### src/rtl/qam_tx_ctrl.sv
// Transmit sequencer ahead of the 16-QAM modulator: carrier warm-up, preamble, payload nibbles, flush.
// Defining QAM_TX_UNDERRUN_CNT_EN adds the underrun_cnt output and its counter.
module qam_tx_ctrl #(
  parameter int unsigned PREAMBLE_LEN = 8,
  parameter int unsigned WARMUP_CYC   = 16,
  parameter int unsigned FLUSH_CYC    = 32
) (
  input  logic        axi_clk,
  input  logic        axi_rstn,
  input  logic        s_valid,
  input  logic [7:0]  s_data,
  input  logic        s_last,
  output logic        s_ready,
  output logic        sym_valid,
  output logic [3:0]  sym_data,
  input  logic        sym_ready,
  output logic        cor_en,
  output logic        busy,
`ifdef QAM_TX_UNDERRUN_CNT_EN
  output logic [15:0] underrun_cnt,
`endif
  output logic        frame_done
);

  typedef enum logic [2:0] {
    StIdle,
    StWarmup,
    StPreamble,
    StPayload,
    StFlush
  } state_e;

  localparam logic [7:0] WarmLast  = 8'(WARMUP_CYC - 1);
  localparam logic [7:0] FlushLast = 8'(FLUSH_CYC - 1);
  localparam logic [7:0] PreLast   = 8'(PREAMBLE_LEN - 1);

  state_e     r_state, w_state_nxt;
  logic [7:0] r_cnt, w_cnt_nxt;
  logic [7:0] r_pre_idx, w_pre_idx_nxt;
  logic [7:0] r_buf_data, w_buf_data_nxt;
  logic       r_buf_last, w_buf_last_nxt;
  logic       r_buf_full, w_buf_full_nxt;
  logic       r_nib_sel, w_nib_sel_nxt;
  logic       w_warm_entry;

  always_ff @(posedge axi_clk or negedge axi_rstn) begin
    if (!axi_rstn) begin
      r_state    <= StIdle;
      r_cnt      <= 8'd0;
      r_pre_idx  <= 8'd0;
      r_buf_data <= 8'd0;
      r_buf_last <= 1'b0;
      r_buf_full <= 1'b0;
      r_nib_sel  <= 1'b0;
    end else begin
      r_state    <= w_state_nxt;
      r_cnt      <= w_cnt_nxt;
      r_pre_idx  <= w_pre_idx_nxt;
      r_buf_data <= w_buf_data_nxt;
      r_buf_last <= w_buf_last_nxt;
      r_buf_full <= w_buf_full_nxt;
      r_nib_sel  <= w_nib_sel_nxt;
    end
  end

  always_comb begin
    w_state_nxt    = r_state;
    w_cnt_nxt      = r_cnt;
    w_pre_idx_nxt  = r_pre_idx;
    w_buf_data_nxt = r_buf_data;
    w_buf_last_nxt = r_buf_last;
    w_buf_full_nxt = r_buf_full;
    w_nib_sel_nxt  = r_nib_sel;
    w_warm_entry   = 1'b0;
    s_ready        = 1'b0;
    sym_valid      = 1'b0;
    sym_data       = 4'h0;
    cor_en         = 1'b0;
    busy           = 1'b0;
    frame_done     = 1'b0;

    unique case (r_state)
      StIdle: begin
        if (s_valid) begin
          w_state_nxt  = StWarmup;
          w_cnt_nxt    = 8'd0;
          w_warm_entry = 1'b1;
        end
      end
      StWarmup: begin
        cor_en  = 1'b1;
        busy    = 1'b1;
        // Prefetch the first byte so payload follows the preamble without a bubble.
        s_ready = !r_buf_full;
        if (r_cnt == WarmLast) begin
          w_state_nxt   = StPreamble;
          w_cnt_nxt     = 8'd0;
          w_pre_idx_nxt = 8'd0;
        end else begin
          w_cnt_nxt = r_cnt + 8'd1;
        end
      end
      StPreamble: begin
        cor_en    = 1'b1;
        busy      = 1'b1;
        s_ready   = !r_buf_full;
        sym_valid = 1'b1;
        sym_data  = r_pre_idx[0] ? 4'hF : 4'h0;
        if (sym_ready) begin
          if (r_pre_idx == PreLast) begin
            w_state_nxt   = StPayload;
            w_pre_idx_nxt = 8'd0;
          end else begin
            w_pre_idx_nxt = r_pre_idx + 8'd1;
          end
        end
      end
      StPayload: begin
        cor_en    = 1'b1;
        busy      = 1'b1;
        sym_valid = r_buf_full;
        if (r_buf_full) begin
          sym_data = r_nib_sel ? r_buf_data[3:0] : r_buf_data[7:4];
        end
        // Refill in the low-nibble handshake cycle, except after the frame's last byte.
        s_ready = !r_buf_full || (r_nib_sel && sym_ready && !r_buf_last);
        if (r_buf_full && sym_ready) begin
          if (!r_nib_sel) begin
            w_nib_sel_nxt = 1'b1;
          end else begin
            w_buf_full_nxt = 1'b0;
            w_buf_last_nxt = 1'b0;
            if (r_buf_last) begin
              w_state_nxt = StFlush;
              w_cnt_nxt   = 8'd0;
            end
          end
        end
      end
      StFlush: begin
        cor_en = 1'b1;
        busy   = 1'b1;
        if (r_cnt == FlushLast) begin
          frame_done  = 1'b1;
          w_state_nxt = StIdle;
          w_cnt_nxt   = 8'd0;
        end else begin
          w_cnt_nxt = r_cnt + 8'd1;
        end
      end
      default: begin
        w_state_nxt = StIdle;
      end
    endcase

    if (s_valid && s_ready) begin
      w_buf_data_nxt = s_data;
      w_buf_last_nxt = s_last;
      w_buf_full_nxt = 1'b1;
      w_nib_sel_nxt  = 1'b0;
    end
  end

`ifdef QAM_TX_UNDERRUN_CNT_EN
  logic [15:0] r_underrun_cnt;

  always_ff @(posedge axi_clk or negedge axi_rstn) begin
    if (!axi_rstn) begin
      r_underrun_cnt <= 16'd0;
    end else if (w_warm_entry) begin
      r_underrun_cnt <= 16'd0;
    end else if ((r_state == StPayload) && !r_buf_full && (r_underrun_cnt != 16'hFFFF)) begin
      r_underrun_cnt <= r_underrun_cnt + 16'd1;
    end
  end

  assign underrun_cnt = r_underrun_cnt;
`endif

endmodule
### config.mk
export PLATFORM = sky130hd
export DESIGN_NAME = qam_tx_ctrl
export DESIGN_NICKNAME = d
export VERILOG_FILES = /design/src/rtl/qam_tx_ctrl.sv
export SDC_FILE = /design/constraint.sdc
export NUM_CORES = 1
export LEC_CHECK = 0
export CORE_MARGIN = 2
export CORE_UTILIZATION = 45
export DETAILED_ROUTE_END_ITERATION = 7
export PLACE_DENSITY = 0.67
export REMOVE_ABC_BUFFERS = 1
export SLEW_MARGIN = 20
export SYNTH_ARGS = -nofsm -noshare
export SYNTH_HDL_FRONTEND = slang
export SYNTH_SLANG_ARGS = --single-unit
### constraint.sdc
create_clock -name axi_clk -period 2.6 [get_ports axi_clk]
set_clock_uncertainty 0.2 [all_clocks]
set_input_delay 0.52 -clock axi_clk [delete_from_list [all_inputs] [get_ports axi_clk]]
set_output_delay 0.52 -clock axi_clk [all_outputs]
set_load 0.03 [all_outputs]
Yosys cells after proc, flatten, opt, wreduce, memory -nomap -nowiden
Index checks and enable logic that the tools add are counted.
{"block": "totals", "register_bits": 30, "inputBits": 13, "out_inout_bits": 9, "elab_cells": 81}
{"block": "op_classes", "n_mux": 37, "eq_ne": 15, "add_sub_neg": 2, "n_reduce_logical": 20}
{"cell": "8-bit two-way mux", "count": 9}
{"cell": "8-bit one-hot mux with 4 select lines", "count": 1}
{"cell": "3-bit two-way mux", "count": 8}
{"cell": "8-bit by 1-bit adder with 8-bit output, second input constant", "count": 2}
{"cell": "2-bit inequality test, second input constant", "count": 8}
{"cell": "8-bit one-hot mux with 2 select lines", "count": 1}
{"cell": "3-bit one-hot mux with 5 select lines", "count": 1}
{"cell": "4-bit two-way mux", "count": 3}
{"cell": "1-bit two-way mux", "count": 11}
{"cell": "8-bit by 3-bit equality test with 1-bit output, second input constant", "count": 1}
{"cell": "8-bit by 4-bit equality test with 1-bit output, second input constant", "count": 1}
{"cell": "8-bit by 5-bit equality test with 1-bit output, second input constant", "count": 1}
{"cell": "4-bit one-hot mux with 2 select lines", "count": 1}
{"cell": "8-bit AND reduction", "count": 1}
{"cell": "2-bit nonzero test", "count": 4}
{"cell": "3-bit by 2-bit equality test with 1-bit output, second input constant", "count": 2}
{"cell": "3-bit AND reduction", "count": 2}
{"cell": "5-bit AND reduction", "count": 1}
{"cell": "1-bit logical AND", "count": 4}
{"cell": "1-bit one-hot mux with 2 select lines", "count": 2}
{"cell": "4-bit nonzero test", "count": 1}
{"cell": "4-bit OR reduction", "count": 1}
{"cell": "3-bit by 1-bit equality test with 1-bit output, second input constant", "count": 1}
{"cell": "3-bit equality test, second input constant", "count": 1}
{"cell": "other kinds (5)", "count": 6}

Depth between registers and ports, before layout
{"block": "depth", "depth_word": 7, "mapped_depth": 6, "mapped_depth_nobuf": 5}

Worst setup path before layout
OpenSTA, ideal clock, no wires.
{"block": "synth_path", "path_type": "register -> output", "startpoint": "register r_state[2]", "endpoint": "output port sym_data[0]", "t_required_ns": 1.880, "path_stages_with_launch": 4, "arrival_time_ns": 1.705, "n_path_buf": 1, "setup_slack_ns": 0.175, "path_cell_list": "dfrtp_1 buf_2 or3_1 o21ai_0"}
{"block": "synth_via", "elab_chain_cells": 2, "word_cells_on_any_way": 3, "cone_classes": "2 x eq/ne; 1 x mux"}
{"element": "from (decl)", "line_no": "37", "source": "state_e r_state, w_state_nxt;"}
{"element": "from (signal assigned)", "line_no": "48", "source": "r_state <= StIdle;"}
{"element": "from (signal assigned)", "line_no": "56", "source": "r_state <= w_state_nxt;"}
{"element": "3-bit by 2-bit equality test with 1-bit output", "line_no": "82", "source": "unique case (r_state)"}
{"element": "4-bit one-hot mux with 2 select lines *", "line_no": "82"}
{"element": "to (decl)", "line_no": "15", "source": "output logic [3:0] sym_data,"}
Every way passes the cells marked *; elsewhere a longest branch is shown, timed or not.

Worst setup path in the final report
{"block": "layout_path", "startpoint": "register r_state[2]", "endpoint": "output port sym_valid"}
{"block": "layout_via", "elab_chain_cells": 2, "word_cells_on_any_way": 3, "cone_classes": "2 x eq/ne; 1 x mux"}
{"element": "3-bit by 2-bit equality test with 1-bit output", "line_no": "82"}
{"element": "1-bit one-hot mux with 2 select lines *", "line_no": "82"}
{"element": "to (decl)", "line_no": "14", "source": "output logic sym_valid,"}
Marked as above.

==> out/metrics.cfg <==
[die]
initial_core_util_pct = 46.7
die_x_um = 65.7
fp-row-count = 22
core_area_sq_mm = 0.00366
die_area_sq_mm = 0.00431
io_pins = 22
dieHeight_um = 65.7

[synthesis]
yosysSeqAreaShare_pct = 43.9
yosys_warnings = 0
synthArstFlopShare_pct = 100
synthCells = 175
synth_edf_count = 0
yosysUniqueCellTypes = 44
ys_seq_elements = 30
post-synth-top-count-cell = dfrtp_1
ys.flop_type = dfrtp_1
synth_top_area_share_pct = 43.9
syn_avg_cell_area_sq_um = 9.77
ys_top_cells_by_count = dfrtp_1, nand2_1, o21ai_0
synth_largest_area_cell = dfrtp_1
mappedNetlistArea_sq_mm = 0.00171
synth_area_leaders = dfrtp_1, mux2_2, nand2_1

[sta]
fin_ws_ns = 0.134
max_freq_mhz = 406
period_needed_ns = 2.47
slew_violations = 0
rsz0062_at_grt = no
finalCritPeriodShare_pct = 94.8
setup_viol = 0
tightest_slew_ns = 0.545
finalSetupTns_ns = 0
relSlewSlack_pct = 63.7
hold_violations = 0

[drt]
finalWirelength_um = 3680
first_pass_iters = 4
drc = 0
drtIter0Drc = 97
ant_nets = 0
vias = 1463
wl_per_cell_um = 14.3
via_per_inst = 5.69

[placement]
place_congestion = 0.795
dp_worst_setup_slack_ns = 0.0978
io_buffers = 21
dp_hpwl_um = 2730
post_dp_cell_area_sq_mm = 0.00202

[min_path]
hold_end = r_buf_data[7]
worstHoldPathType = flop to flop
hold_depth = 1
min_from = r_buf_data[7]

[finish]
diodes = 0
area_growth_pct = 23.8
fill_cells = 326
drive_gt1_share_pct = 21.1
seqCellArea_sq_um = 751
multi_input_comb_area_sq_um = 908
final_area_sq_mm = 0.00212
layout.nets = 223

[grt]
grt_pass1_vias = 1455
grt_pass1_wl_um = 6680
track_usage_pct = 20.3
antenna_found_initial = 0
grt_overflow = 0
grt_max_degree = 31

[clock_tree]
cts_buffers = 5
cts_tree = built
cts_sinks = 30
cts-htree-levels = 2
clk-insertion-delay-late_ns = 0.28
root_buffer = clkbuf_8
clk_pin_slew_ns = 0.06
clockBufferDepth = 2

[critical_path]
r2r_cells = 6
worst-path-buf-inv = 1
crit_fanout = 7
crit_family = buffers and inverters
arrival_ns = 1.75
worst_path_max_delay_cell = clkdlybuf4s50_1
cp_cell_sequence = nand2b_1, a21oi_1, clkdlybuf4s50_1
max_stage_delay_ns = 0.68
critPathRequiredTime_ns = 1.88
r2r_start = r_cnt[0]
r2r_slack_ns = 0.43
critPathKind = flop to output port
worstSetupStartpointType = flop
r2r_end = r_cnt[1]
endpoint_kind = output port

[pwr]
ir_drop_mv = 0.663
p_leak_nw = 0.943
total_power_mw = 2.38
power.density_mw_per_mm2 = 1120

[job]
max-cap-violations = 0

[outcome]
status = finished, final reports clean

[sequential cells by signal, indices dropped and copies added, names as in the netlist]
signal	flops
r_buf_data	8
r_buf_full	1
r_buf_last	1
r_cnt	8
r_nib_sel	1
r_pre_idx	8
r_state	3
[layout make-up]
type | count | area share [%]
clock buffers | 7 | 4.08
well taps | 48 | 2.84
inverters | 6 | 1.06
repair buffers | 32 | 13.4
clock inverters | 1 | 0.236
flip-flops and latches | 30 | 35.5
multi-input cells | 133 | 42.9
[where the power goes]
group | switching (mW) | internal, mW | leakage, nW
sequential | 0.155 | 0.640 | 0.378
clock | 0.168 | 0.213 | 0.0482
combinational | 0.657 | 0.545 | 0.516
total | 0.980 | 1.40 | 0.943
[per-stage QoR]
| stage | util (%) | hold slack [ns] | instances |
|---|---|---|---|
| after global routing | 57.8 | 0.316 | 257 |
| after floorplan | - | 0.0244 | 169 |
| final | 57.8 | 0.302 | 257 |
| after CTS | 57.6 | 0.307 | 257 |
| after global placement | 55.1 | 0.287 | 249 |
| after detailed placement | 55.1 | 0.293 | 249 |
[how the worst max path moves through the flow]
stage                       end  slack (ns)  cells past startpoint  startpoint
CTS                        busy        0.06                      3  r_state[0]
detailed placement      s_ready         0.1                      5   sym_ready
global route        sym_data[1]        0.02                      5  r_state[0]
finish                sym_valid        0.13                      3  r_state[2]
global placement        s_ready        0.19                      5   sym_ready
floorplan           sym_data[0]        0.13                      3  r_state[1]
[placed cells by master (no fill, tap or decap), types with 2 or more instances in the layout]
master	Yosys	layout
clkdlybuf4s50_1	0	13
ha_1	2	2
nand2_1	22	22
nand2b_1	5	5
a22o_2	3	3
and2_1	3	3
or3_1	3	3
dlymetal6s2s_1	0	2
a211oi_1	2	2
mux2_2	9	9
o21a_1	3	3
a311oi_2	2	2
inv_1	6	6
nor3_1	4	4
nor2_1	6	6
dfrtp_1	30	30
o21ai_0	11	11
nand4_1	3	3
nand3_1	7	7
clkbuf_8	0	6
buf_4	2	16
xnor2_1	3	3
and3_1	4	4
a31oi_1	3	3
o22ai_1	4	4
a21oi_1	9	9
mux2i_1	6	6
[kinds of logic (layout without fill, tap and decap cells)]
group                      count (synthesis)  count (layout)  synth area share [%]
DFF                                       30              30                  43.9
adders and majority gates                  2               2                  1.46
muxes                                     15              15                  9.44
buffers and inverters                     12              46                  3.29
and+or+nand+nor                           65              65                  20.0
xor gates and xnor gates                   3               3                  1.54
AOI/OAI and AO/OA                         48              48                  20.4
[per-layer routing]
metal  global-route usage, %  part of all wire (%)
met1                    25.0                    45
met5                       0                     0
met3                    5.31                   4.0
met2                    34.6                    50
met4                    6.51                   1.3
[timing repair]
item	CTS	global route
hold buffers	0	0
setup buffers	0	0
endpoints found under the setup margin	1	3
gates cloned	0	0
gates resized for setup	1	3
No activity file was read; power rests on OpenSTA's default activity.
